--- src/rtl/dac_sched_if.sv ---
// Sample-source handshake and DAC pin bundle for dac_sched.
// Sources drive valid/data; the scheduler returns ready and the DAC outputs.
interface dac_sched_if #(
  parameter int DOUT_WIDTH = 8,
  parameter int N_SRC      = 4
);
  localparam int IW = (N_SRC > 1) ? $clog2(N_SRC) : 1;

  logic [N_SRC-1:0]            src_valid;
  logic [N_SRC*DOUT_WIDTH-1:0] src_data;
  logic [N_SRC-1:0]            src_ready;
  logic                        dac_clk;
  logic [DOUT_WIDTH-1:0]       dout;
  logic [IW-1:0]               grant_id;
  logic                        underrun;

  modport master (
    output src_valid, src_data,
    input  src_ready, dac_clk, dout, grant_id, underrun
  );

  modport slave (
    input  src_valid, src_data,
    output src_ready, dac_clk, dout, grant_id, underrun
  );
endinterface

--- src/rtl/dac_sched.sv ---
// DAC sample scheduler: divided DAC clock, one launch slot per period,
// round-robin arbitration across the sample sources.
module dac_sched #(
  parameter int DOUT_WIDTH = 8,
  parameter int N_SRC      = 4,
  parameter int DIV_WIDTH  = 8
) (
  input  logic                 clk,
  input  logic                 rst,
  input  logic                 enable,
  input  logic [DIV_WIDTH-1:0] div,
  output logic                 busy,
  dac_sched_if.slave           src
);
  localparam int IW = (N_SRC > 1) ? $clog2(N_SRC) : 1;

  typedef enum logic [1:0] {
    IDLE,
    RUN,
    STOP
  } state_t;

  state_t state, state_nx;

  logic [DIV_WIDTH-1:0]  counter;
  logic [DIV_WIDTH-1:0]  div_l;
  logic [DIV_WIDTH-1:0]  div_c;
  logic [DIV_WIDTH-1:0]  half;
  logic [IW-1:0]         rr_ptr;
  logic [IW-1:0]         rr_nx;
  logic [IW-1:0]         win;
  logic [IW-1:0]         idx;
  logic [IW-1:0]         grant_id;
  logic [DOUT_WIDTH-1:0] dout;
  logic [DOUT_WIDTH-1:0] data_a [N_SRC];
  logic [N_SRC-1:0]      ready;
  logic                  found;
  logic                  last;
  logic                  grant;
  logic                  dac_clk;
  logic                  underrun;

  for (genvar g = 0; g < N_SRC; g++) begin : g_unpack
    assign data_a[g] = src.src_data[g*DOUT_WIDTH +: DOUT_WIDTH];
  end

  assign div_c = (div < DIV_WIDTH'(2)) ? DIV_WIDTH'(2) : div;
  assign half  = div_l >> 1;
  assign last  = counter == div_l - DIV_WIDTH'(1);
  assign grant = last && state == RUN && found && !rst;
  assign rr_nx = (win == IW'(N_SRC - 1)) ? '0 : win + IW'(1);
  assign busy  = state != IDLE;

  // Scan downward so the candidate nearest rr_ptr is the last to overwrite.
  always_comb begin
    found = 1'b0;
    win   = '0;
    idx   = '0;
    for (int k = N_SRC - 1; k >= 0; k--) begin
      idx = IW'((int'(rr_ptr) + k) % N_SRC);
      if (src.src_valid[idx]) begin
        found = 1'b1;
        win   = idx;
      end
    end
  end

  always_comb begin
    ready = '0;
    if (grant) ready[win] = 1'b1;
  end

  always_ff @(posedge clk) begin
    if (rst) state <= IDLE;
    else     state <= state_nx;
  end

  always_comb begin
    state_nx = state;
    unique case (state)
      IDLE: if (enable) state_nx = RUN;
      RUN:  if (!enable) state_nx = STOP;
      STOP: begin
        if (enable)    state_nx = RUN;
        else if (last) state_nx = IDLE;
      end
      default: state_nx = IDLE;
    endcase
  end

  always_ff @(posedge clk) begin
    if (rst) begin
      counter  <= '0;
      div_l    <= DIV_WIDTH'(2);
      rr_ptr   <= '0;
      dac_clk  <= 1'b0;
      dout     <= '0;
      grant_id <= '0;
      underrun <= 1'b0;
    end else begin
      underrun <= 1'b0;
      if (state == IDLE) begin
        counter <= '0;
        dac_clk <= 1'b0;
        if (enable) div_l <= div_c;
      end else if (last) begin
        counter <= '0;
        dac_clk <= 1'b0;
        div_l   <= div_c;
        if (state == RUN) begin
          if (found) begin
            dout     <= data_a[win];
            grant_id <= win;
            rr_ptr   <= rr_nx;
          end else begin
            underrun <= 1'b1;
          end
        end
      end else begin
        counter <= counter + DIV_WIDTH'(1);
        if (counter == half - DIV_WIDTH'(1)) dac_clk <= 1'b1;
      end
    end
  end

  assign src.src_ready = ready;
  assign src.dac_clk   = dac_clk;
  assign src.dout      = dout;
  assign src.grant_id  = grant_id;
  assign src.underrun  = underrun;
endmodule

--- src/flat_wrapper.sv ---
// flat-port wrapper written by rule: the top's interface ports become plain ports
module dac_sched_flat 
#(
  parameter int DOUT_WIDTH = 8,
  parameter int N_SRC      = 4,
  parameter int DIV_WIDTH  = 8
)
  (clk, rst, enable, div, busy, src_src_valid, src_src_data, src_src_ready, src_dac_clk, src_dout, src_grant_id, src_underrun);
  dac_sched_if #(.DOUT_WIDTH(DOUT_WIDTH), .N_SRC(N_SRC)) src_i ();
  input  logic clk;
  input  logic rst;
  input  logic enable;
  input  logic [DIV_WIDTH-1:0] div;
  output logic busy;
  input wire logic [$bits(src_i.src_valid)-1:0] src_src_valid;
  input wire logic [$bits(src_i.src_data)-1:0] src_src_data;
  output wire logic [$bits(src_i.src_ready)-1:0] src_src_ready;
  output wire logic [$bits(src_i.dac_clk)-1:0] src_dac_clk;
  output wire logic [$bits(src_i.dout)-1:0] src_dout;
  output wire logic [$bits(src_i.grant_id)-1:0] src_grant_id;
  output wire logic [$bits(src_i.underrun)-1:0] src_underrun;
  assign src_i.src_valid = src_src_valid;
  assign src_i.src_data = src_src_data;
  assign src_src_ready = src_i.src_ready;
  assign src_dac_clk = src_i.dac_clk;
  assign src_dout = src_i.dout;
  assign src_grant_id = src_i.grant_id;
  assign src_underrun = src_i.underrun;
  dac_sched #(.DOUT_WIDTH(DOUT_WIDTH), .N_SRC(N_SRC), .DIV_WIDTH(DIV_WIDTH)) u_core (.clk(clk), .rst(rst), .enable(enable), .div(div), .busy(busy), .src(src_i));
endmodule
--- config.mk ---
export PLATFORM = sky130hd
export DESIGN_NAME = dac_sched_flat
export DESIGN_NICKNAME = d
export VERILOG_FILES = /design/src/rtl/dac_sched_if.sv /design/src/rtl/dac_sched.sv /design/src/flat_wrapper.sv
export SDC_FILE = /design/constraint.sdc
export NUM_CORES = 1
export LEC_CHECK = 0
export CORE_MARGIN = 2
export CORE_UTILIZATION = 40
export CTS_CLUSTER_SIZE = 40
export DETAILED_ROUTE_END_ITERATION = 7
export PLACE_DENSITY = 0.69
export SYNTH_ARGS = -nofsm -noshare
export SYNTH_HDL_FRONTEND = slang
export SYNTH_SLANG_ARGS = --single-unit
--- constraint.sdc ---
create_clock -name clk -period 6.35 [get_ports clk]
set_input_delay 0.635 -clock clk [delete_from_list [all_inputs] [get_ports clk]]
set_output_delay 0.635 -clock clk [all_outputs]
set_load 0.05 [all_outputs]
==> key figures, run 1 <==
Clock network
  – Clock Tree Root: clkbuf_8
  – Worst-skew pair later-pin latency: 0.28 ns
  – Clock tree buffer depth: 2
  – Clock sink count: 32
  – CTS resizes: 0
  – CTS H-tree lvls: 2
  – Hold buffer count at cts: 0
  – CTS tree: yes
  – Post-CTS Setup Repair Bufs: 0
  – Clock transition at path regs: 0.07 ns
  – CTS buffer count: 5

Min path
  – Worst Hold Path EP: u_core.rr_ptr[0]
  – Hold depth: 2
  – HP Start: u_core.rr_ptr[0]
  – Min-Delay Path Class: reg2reg

Logic synthesis
  – Syn Area/Cell: 8.78 um2
  – Top-count cell post-synth: dfxtp_1
  – Synth cell count leaders: dfxtp_1, mux2i_1, nand2b_1
  – Adder-Cell Fraction of Synth Area: 0.0460
  – Mux cell area share after synthesis: 0.171
  – Synth Area in XOR/XNOR: 0.105
  – Yosys reg bits: 32
  – Ys async rst share: 0
  – Post-synth EDFFs: 0
  – Top cell type by total area after synthesis: dfxtp_1
  – Cells after synthesis: around 250
  – Top post-synthesis cells by area: dfxtp_1, mux2i_1, nand2b_1
  – Synth Area in Simple Gates: 0.239
  – Post-Syn Nets: 303
  – Largest family of logic cells by synthesized area: simple AND/OR/NAND/NOR gates
  – Distinct cell type count after synthesis: slightly above 40
  – Synth Warn #: 0
  – Synth Area in Compound Gates: 0.102
  – Netlist Area Pre-Place: between 2000 and 2500 um2
  – Primary FF master, synth: dfxtp_1
  – Seq/Total Area, Yosys: 0.294
  – Yosys top cell area share: 0.294

Critical path
  – Max FO, Critical Path: 8
  – Reg-to-Reg Start: u_core.div_l[1]
  – Worst reg2reg path depth: 8
  – Critical path class: reg2out
  – Worst Path Buf+Inv: 2
  – Slowest CP cell: clkdlybuf4s50_1
  – Reg2reg end: u_core.src.dout[7]
  – CP Data Arrival Time: between 4 and 5 ns
  – CP Data Required Time: 5.71 ns
  – Worst Setup SP: u_core.div_l[1]
  – Delay-heaviest family, CP: simple AND/OR/NAND/NOR gates
  – Reg2Reg Setup Slack: 3.47 ns
  – CP Launch Type: flop
  – CP max stage delay: about 0.80 ns
  – CP cell instances: inv_1, ha_1, or3b_1, or3_4, a2111oi_4, nand3_2, nor4_1, and2_1, clkdlybuf4s50_1
  – Setup crit end kind: primary output

Place
  – Final Wtd Congestion: 0.849
  – Hpwl dp: a little over 4 mm
  – I/O Buffers: between 60 and 70

Global route
  – Tot GR Track Use: 0.185
  – Met3 Resource Use GR: 0.0349
  – GRT overflow: 0
  – GRT busiest layer: met2
  – Initial antenna violation count: 0
  – Vias in the first global route: 1792
  – Wire length of the first global-routing pass: 8.89 mm
  – Largest net degree at the start of global routing: 32
  – Met1 Usage GRT: 0.243
  – GR Util met2: 0.303

STA
  – Max_slew headroom: 0.232
  – Final Setup Violations: 0
  – Worst slew pin tran: 1.15 ns
  – Total negative slack: 0 ns
  – Period utilisation layout: 0.735
  – Final Max Slew Viols: 0
  – RSZ-0062 raised after global routing: no
  – Hold Fails Final Rpt: 0
  – F_max: ~210 MHz
  – Skew final: around 0.004 ns
  – Min cycle time layout: 4.66 ns

Final layout
  – Final Core Density: 0.569
  – Ant diodes: 0
  – Area grow syn2layout: 35.2%
  – # nets final: 362
  – Share of post-route cells with drive strength above 1: 0.0717

Floorplan
  – DIE AREA: 6050 um2
  – Core footprint: 5170 um2
  – Die X: 77.8 um
  – Num ports: 64
  – Overall die height: 77.8 um
  – Row count: 26
  – Starting density of the core: 0.421

Power and ir drop
  – Maximum vdd drop: between 0.1 and 0.15 mV
  – Register share of total power: 0.422
  – Pwr dens: 174 nW/um2
  – Sw Share: 0.272
  – Switching Power: 0.140 mW
  – Clock network fraction of design power: 0.328
  – Lkg Pwr: 1.14 nW
  – Power share of the combinational group: 0.250
  – Internal: around 0.37 mW

Routing
  – DRC violations left: 0
  – Total wire length: 5.23 mm
  – Via count: roughly 1900
  – First-pass DRT Iterations: 4
  – First DRT Iteration DRCs: 86
  – Routed len/inst: 13.9 um
  – Vias per cell: between 4 and 5
  – Antenna violation net count after detailed routing: 0

Outcome
  – Outcome: finished clean

Flow run
  – Max-cap violations: 0
==> metrics by stage <==
step	cell area (um2)	std cells	setup WS, ns	hold slack, ns	power, mW
2_1_floorplan	2180	248	2.80	0.440	0.300
3_3_place_gp	2850	370	2.07	0.460	0.347
3_5_place_dp	2850	370	2.01	0.470	0.348
4_1_cts	2940	377	1.68	0.482	0.519
5_1_grt	2940	377	1.36	0.495	0.542
6_report	2940	377	1.69	0.479	0.512
==> per-layer routing <==
metal | part of all wire | wire length (um) | up-vias
li1 | - | - | 986
met1 | 0.46 | 2420 | 858
met2 | 0.50 | 2610 | 29
met3 | 0.026 | 134 | 4
met4 | 0.011 | 60 | 0
met5 | 0 | 0 | -
==> cell families after synthesis <==
group           count (synthesis)
simple gates                   93
fa+ha+maj                       8
compound gates                 32
mux                            36
xor+xnor                       26
buf+inv                        21
flops                          32
==> worst max path at each step <==
stage / to / slack [ns] / depth (start not counted)
finish: src_src_ready[1] / 1.69 / 9
global route: src_src_ready[1] / 1.36 / 9
CTS: src_src_ready[1] / 1.68 / 9
detailed placement: src_src_ready[1] / 2.01 / 9
global placement: src_src_ready[1] / 2.07 / 9
floorplan: src_src_ready[0] / 2.80 / 9
==> sequential cells by signal, indices dropped and copies added, names as in the netlist <==
signal               flops
u_core.div_l             8
u_core.counter           8
u_core.src.dac_clk       1
u_core.state             2
u_core.rr_ptr            2
u_core.src.dout          8
u_core.src.underrun      1
u_core.src.grant_id      2
==> power by group through the flow <==
stage                     clock network, mW  registers, mW  logic (mW)
after global routing                  0.184          0.217       0.141
after global placement                    0          0.220       0.126
final                                 0.168          0.216       0.128
after floorplan                           0          0.221      0.0795
after detailed placement                  0          0.221       0.127
after CTS                             0.175          0.216       0.129
==> cell usage in the layout, fill, tap and decap left out, types with 5 or more instances in the layout <==
master           instances
nand2b_1                22
a21oi_1                  8
inv_1                    9
xnor2_1                 13
dfxtp_1                 32
nor2_1                  19
o22ai_1                 10
mux2_2                   9
nand2_1                 10
clkdlybuf4s50_1         63
nand3_1                  8
ha_1                     8
xor2_1                  13
and3_1                   6
mux2i_1                 27
nor4_1                   5
clkbuf_8                 7
and2_1                   6
==> layout make-up <==
| class | count | area [um2] |
|---|---|---|
| inverters | 9 | 33.8 |
| clock buffers | 7 | 96.3 |
| fillers | 471 | 2230 |
| well taps | 70 | 87.6 |
| multi-input cells | 195 | 1450 |
| flip-flops and latches | 32 | 641 |
| repair buffers | 64 | 638 |
==> worst register-to-register path, delay by kind of cell (launching register included) <==
kind	cells	cell delay [ns]
AND/OR/NAND/NOR	4	1.43
AO/OA/AOI/OAI	2	0.63
flip-flops	1	0.39
adder cells (fa/ha/maj)	1	0.23
buffers and inverters	1	0.13
Power figures use the tool's default switching activity.
==> run 2, diff against run 1 <==
--- a/config.mk
+++ b/config.mk
@@ -9,7 +9,7 @@
 export CORE_UTILIZATION = 40
 export CTS_CLUSTER_SIZE = 40
 export DETAILED_ROUTE_END_ITERATION = 7
-export PLACE_DENSITY = 0.69
+export PLACE_DENSITY = 0.72
 export SYNTH_ARGS = -nofsm -noshare
 export SYNTH_HDL_FRONTEND = slang
 export SYNTH_SLANG_ARGS = --single-unit
==> constraint.sdc (replaced) <==
create_clock -name clk -period 4.1 [get_ports clk]
set_input_delay 0.41 -clock clk [delete_from_list [all_inputs] [get_ports clk]]
set_output_delay 0.41 -clock clk [all_outputs]
set_load 0.05 [all_outputs]
==> key figures, run 2 (same netlist as run 1, synthesis figures left out) <==
Clock network
  – Clock tree buffer depth: 2 (unchanged)
  – Post-CTS Setup Repair Bufs: 0 (unchanged)
  – CTS H-tree lvls: 2 (unchanged)
  – Worst-skew pair later-pin latency: 0.28 ns (about the same)
  – CTS buffer count: 5 (unchanged)
  – Hold buffer count at cts: 0 (unchanged)
  – CTS tree: yes
  – Clock Tree Root: clkbuf_8
  – Clock transition at path regs: 0.06 ns (about the same)
  – CTS resizes: 0 (unchanged)
  – Clock sink count: 32 (unchanged)

Global route
  – Largest net degree at the start of global routing: 32 (unchanged)
  – Vias in the first global route: 1773 (-1.1%)
  – Wire length of the first global-routing pass: 8.40 mm (-5.5%)
  – Initial antenna violation count: 0 (unchanged)
  – GRT overflow: 0 (unchanged)
  – Tot GR Track Use: 0.172 (-0.0137)

STA
  – Max_slew headroom: 0.628 (+0.396)
  – Min cycle time layout: 3.81 ns
  – Worst slew pin tran: 0.553 ns (-0.599 ns)
  – Skew final: 0.00344 ns (-0.000472 ns)
  – Period utilisation layout: 0.930
  – Total negative slack: 0 ns (unchanged)
  – Final critical-path setup slack: 0.286 ns (-1.40 ns)
  – F_max: 262 MHz
  – Final Setup Violations: 0 (unchanged)
  – Min Hold Slack: 0.475 ns (-0.00374 ns)
  – RSZ-0062 raised after global routing: no
  – Final Max Slew Viols: 0 (unchanged)
  – Hold Fails Final Rpt: 0 (unchanged)

Final layout
  – Most common cell after layout, fill and taps aside: clkdlybuf4s50_1
  – Final instance area: 2940 um2 (about the same)
  – # nets final: 364 (+0.55%)
  – Area of the multi-input gates: 1450 um2 (unchanged)
  – Share of post-route cells with drive strength above 1: 0.0871 (+0.0154)
  – Total area of sequential cells: 641 um2 (unchanged)
  – Area grow syn2layout: 35.1% (about the same)
  – Top Registers: u_core.counter x8, u_core.div_l x8, u_core.src.dout x8
  – Ant diodes: 0 (unchanged)
  – Total of fill cells in the finished design: 444 (-5.7%)
  – Count of non-filler cells in the finished layout: 380 (+0.80%)
  – Most frequent cells in the layout: clkdlybuf4s50_1, dfxtp_1, mux2i_1
  – Final Core Density: 0.569 (about the same)

Floorplan
  – Row count: 26 (unchanged)
  – Die X: 77.8 um (unchanged)
  – Starting density of the core: 0.421 (unchanged)
  – Num ports: 64 (unchanged)
  – DIE AREA: 6050 um2 (unchanged)
  – Overall die height: 77.8 um (unchanged)
  – Core footprint: 5170 um2 (unchanged)

Power and ir drop
  – Power Total: 0.779 mW (+52%)
  – Register share of total power: 0.430 (+0.008)
  – Internal: 0.566 mW (+52%)
  – Sw Share: 0.274 (+0.00125)
  – Pwr dens: 265 nW/um2 (+52%)
  – Maximum vdd drop: 0.188 mV (+71%)
  – Power share of the combinational group: 0.254 (+0.004)
  – Switching Power: 0.213 mW (+53%)
  – Lkg Pwr: 1.15 nW (+1.1%)
  – Clock network fraction of design power: 0.317 (-0.011)

Critical path
  – CP Data Arrival Time: 3.40 ns (-0.63 ns)
  – CP Data Required Time: 3.69 ns (-2.02 ns)
  – Critical path class: reg2out
  – CP Launch Type: flop
  – Max FO, Critical Path: 8 (unchanged)
  – Setup crit end kind: primary output

Routing
  – Routed len/inst: 13.2 um (-4.8%)
  – First-pass DRT Iterations: 4 (unchanged)
  – Antenna violation net count after detailed routing: 0 (unchanged)
  – DRC violations left: 0 (unchanged)
  – First DRT Iteration DRCs: 70 (-19%)
  – Total wire length: 5.02 mm (-4.1%)
  – Via count: 1899 (+1.2%)
  – Vias per cell: 5.00 (+0.37%)

Place
  – DP Area: 2850 um2 (+0.18%)
  – I/O Buffers: 63 (unchanged)
  – Setup WS pre-CTS: 0.576 ns (-1.43 ns)
  – Final Wtd Congestion: 0.909 (+7.2%)
  – Hpwl dp: 3.97 mm (-2.3%)
  – Placed cell count: 372 (+0.54%)

Min path
  – Min-Delay Path Class: reg2reg

Flow run
  – Max-cap violations: 0 (unchanged)

Outcome
  – Outcome: finished clean
run 2: metal layers:
| metal | wire length (um) | vias to the layer above | global-route usage |
|---|---|---|---|
| li1 | - | 991 | - |
| met1 | 2330 | 865 | 0.231 |
| met2 | 2380 | 35 | 0.267 |
| met3 | 214 | 8 | 0.0326 |
| met4 | 90 | 0 | 0.0714 |
| met5 | 0 | - | 0 |
run 2: path summary, 6_finish.rpt:
kind / to / startpoint / cells past startpoint / slack, ns
hold reg to reg: u_core.rr_ptr[0] / u_core.rr_ptr[0] / 2 / 0.48
setup / recovery: src_src_ready[1] / u_core.div_l[1] / 9 / 0.29
setup reg to reg: u_core.src.dout[2] / u_core.div_l[1] / 8 / 1.20
hold / removal: u_core.rr_ptr[0] / u_core.rr_ptr[0] / 2 / 0.48
run 2: cell type report:
type / instances / area share
well taps: 70 / 0.0298
flip-flops and latches: 32 / 0.218
inverters: 9 / 0.0115
multi-input cells: 195 / 0.492
clock buffers: 8 / 0.0306
repair buffers: 66 / 0.219
run 2: power groups by stage:
stage	Clock, mW	Sequential [mW]	Combinational (mW)
after global routing	0.269	0.337	0.218
after global placement	0	0.341	0.197
after detailed placement	0	0.341	0.198
after CTS	0.255	0.335	0.199
final	0.247	0.335	0.198
after floorplan	0	0.342	0.123
run 2: critical path: stages (launching register included):
cell and delay, ns:
dfxtp_1 0.38, inv_1 0.13, ha_1 0.23, or3b_1 0.38, or3_4 0.39, a2111oi_4 0.42
nand3_2 0.24, nor4_1 0.53, and2_1 0.21, buf_4 0.20
==> run 3, diff against run 2 <==
--- a/config.mk
+++ b/config.mk
@@ -6,10 +6,10 @@
 export NUM_CORES = 1
 export LEC_CHECK = 0
 export CORE_MARGIN = 2
-export CORE_UTILIZATION = 40
+export CORE_UTILIZATION = 43
 export CTS_CLUSTER_SIZE = 40
 export DETAILED_ROUTE_END_ITERATION = 7
-export PLACE_DENSITY = 0.72
+export PLACE_DENSITY = 0.77
 export SYNTH_ARGS = -nofsm -noshare
 export SYNTH_HDL_FRONTEND = slang
 export SYNTH_SLANG_ARGS = --single-unit
==> key figures, run 3 (same netlist as run 1, synthesis figures left out) <==
Min path
  – Worst Hold Path EP: u_core.src.dac_clk
  – Min-Delay Path Class: reg2reg
  – Hold depth: 2 (unchanged)
  – HP Start: u_core.src.dac_clk

Clock network
  – CTS tree: yes
  – Post-CTS Setup Repair Bufs: 0 (unchanged)
  – Clock tree buffer depth: 2 (unchanged)
  – Hold buffer count at cts: 0 (unchanged)
  – CTS buffer count: 5 (unchanged)
  – CTS resizes: 0 (unchanged)
  – Clock Tree Root: clkbuf_8
  – CTS H-tree lvls: 2 (unchanged)
  – Worst-skew pair later-pin latency: 0.27 ns (about the same)
  – Clock sink count: 32 (unchanged)
  – Clock transition at path regs: 0.06 ns (about the same)

Routing
  – DRC violations left: 0 (unchanged)
  – Antenna violation net count after detailed routing: 0 (unchanged)
  – Total wire length: 5.01 mm (-0.18%)
  – Vias per cell: 5.11 (+2.2%)
  – Via count: 1920 (+1.1%)
  – First DRT Iteration DRCs: 109 (+56%)
  – First-pass DRT Iterations: 4 (unchanged)
  – Routed len/inst: 13.3 um (+0.88%)

Final layout
  – Most frequent cells in the layout: clkdlybuf4s50_1, dfxtp_1, mux2i_1
  – Most common cell after layout, fill and taps aside: clkdlybuf4s50_1
  – # nets final: 364 (unchanged)
  – Ant diodes: 0 (unchanged)
  – Top Registers: u_core.counter x8, u_core.div_l x8, u_core.src.dout x8
  – Share of post-route cells with drive strength above 1: 0.0906 (+0.00352)
  – Area grow syn2layout: 35.2% (about the same)

Power and ir drop
  – Power Total: 0.788 mW (+1.0%)
  – Lkg Pwr: 1.16 nW (+0.42%)
  – Maximum vdd drop: 0.185 mV (-1.8%)
  – Pwr dens: 267 nW/um2 (+0.96%)

Place
  – I/O Buffers: 63 (unchanged)
  – Final Wtd Congestion: 0.886 (-2.5%)
  – Hpwl dp: 3.97 mm (-0.18%)
  – Setup WS pre-CTS: 0.611 ns (+0.0343 ns)

Floorplan
  – Num ports: 64 (unchanged)
  – Row count: 25 (-3.8%)
  – DIE AREA: 5650 um2 (-6.6%)
  – Core footprint: 4820 um2 (-6.9%)
  – Starting density of the core: 0.452 (+0.0311)
  – Overall die height: 75.2 um (-3.4%)
  – Die X: 75.2 um (-3.4%)

STA
  – Final Setup Violations: 0 (unchanged)
  – Final Max Slew Viols: 0 (unchanged)
  – Total negative slack: 0 ns (unchanged)
  – Period utilisation layout: 0.931 (about the same)
  – Max_slew headroom: 0.626 (-0.00227)
  – Min Hold Slack: 0.475 ns (-0.000100 ns)
  – Hold Fails Final Rpt: 0 (unchanged)
  – F_max: 262 MHz (about the same)
  – Final critical-path setup slack: 0.284 ns (-0.00155 ns)
  – Skew final: 0.00611 ns (+0.00267 ns)
  – Worst slew pin tran: 0.559 ns (+0.00643 ns)
  – RSZ-0062 raised after global routing: no
  – Min cycle time layout: 3.82 ns (+0.00155 ns)

Global route
  – Tot GR Track Use: 0.179 (+0.00742)
  – Largest net degree at the start of global routing: 32 (unchanged)
  – Wire length of the first global-routing pass: 7.82 mm (-6.8%)
  – Initial antenna violation count: 0 (unchanged)
  – GRT overflow: 0 (unchanged)
  – Vias in the first global route: 1702 (-4.0%)

Critical path
  – Worst reg2reg path depth: 8 (unchanged)
  – Setup crit end kind: primary output
  – Max FO, Critical Path: 8 (unchanged)
  – Reg2reg end: u_core.src.dout[5]
  – Critical path class: reg2out
  – CP Launch Type: flop
  – Reg2Reg Setup Slack: 1.18 ns (-0.02 ns)
  – Reg-to-Reg Start: u_core.div_l[1]
  – CP Data Required Time: 3.69 ns (about the same)
  – CP Data Arrival Time: 3.41 ns (about the same)

Flow run
  – Max-cap violations: 0 (unchanged)

Outcome
  – Outcome: finished clean
[run 3: cell types whose count changed in the layout (fill, tap and decap cells not counted), sizes merged]
cell / before / now
clkbuf: 8 / 7
[run 3: final cells by class]
class	count	area, um2
Multi-Input combinational cell	195	1450
Tap cell	67	83.8
Fill cell	443	1870
Sequential cell	32	641
Inverter	9	33.8
Clock buffer	7	96.3
Timing Repair Buffer	66	643
[run 3: worst max path at each step]
stage,slack (ns),cells after the start,from,endpoint
after detailed placement,0.61,9,u_core.div_l[1],src_src_ready[2]
after global placement,0.70,9,u_core.div_l[1],src_src_ready[3]
final,0.28,9,u_core.div_l[1],src_src_ready[0]
after CTS,0.31,9,u_core.div_l[1],src_src_ready[0]
after global routing,0.03,9,u_core.div_l[1],src_src_ready[0]
after floorplan,0.77,9,u_core.div_l[1],src_src_ready[0]
[run 3: critical path: stages (launching register included)]
cell and delay (ns):
dfxtp_1 0.38, inv_1 0.13, ha_1 0.25, or3b_1 0.39, or3_4 0.39, a2111oi_4 0.42
nand3_2 0.24, nor4_1 0.53, and2_1 0.21, buf_4 0.19
[run 3: per-layer routing]
| metal | vias up | wire length [um] | global-route usage |
|---|---|---|---|
| met5 | - | 0 | 0 |
| met4 | 0 | 41 | 0.0409 |
| met3 | 4 | 234 | 0.0361 |
| met2 | 37 | 2440 | 0.295 |
| met1 | 890 | 2290 | 0.242 |
| li1 | 989 | - | - |
[run 3: report_power, final]
| group | leakage, nW | switching (mW) | total [mW] | internal (mW) |
|---|---|---|---|---|
| sequential | 0.260 | 0.0139 | 0.335 | 0.321 |
| combinational | 0.847 | 0.0900 | 0.199 | 0.109 |
| clock | 0.0503 | 0.105 | 0.254 | 0.149 |
[run 3: metrics by stage]
stage / util / area (um2) / instances
2_1_floorplan: - / 2180 / 248
3_3_place_gp: 0.591 / 2850 / 369
3_5_place_dp: 0.591 / 2850 / 369
4_1_cts: 0.611 / 2950 / 376
5_1_grt: 0.611 / 2950 / 376
6_report: 0.611 / 2950 / 376
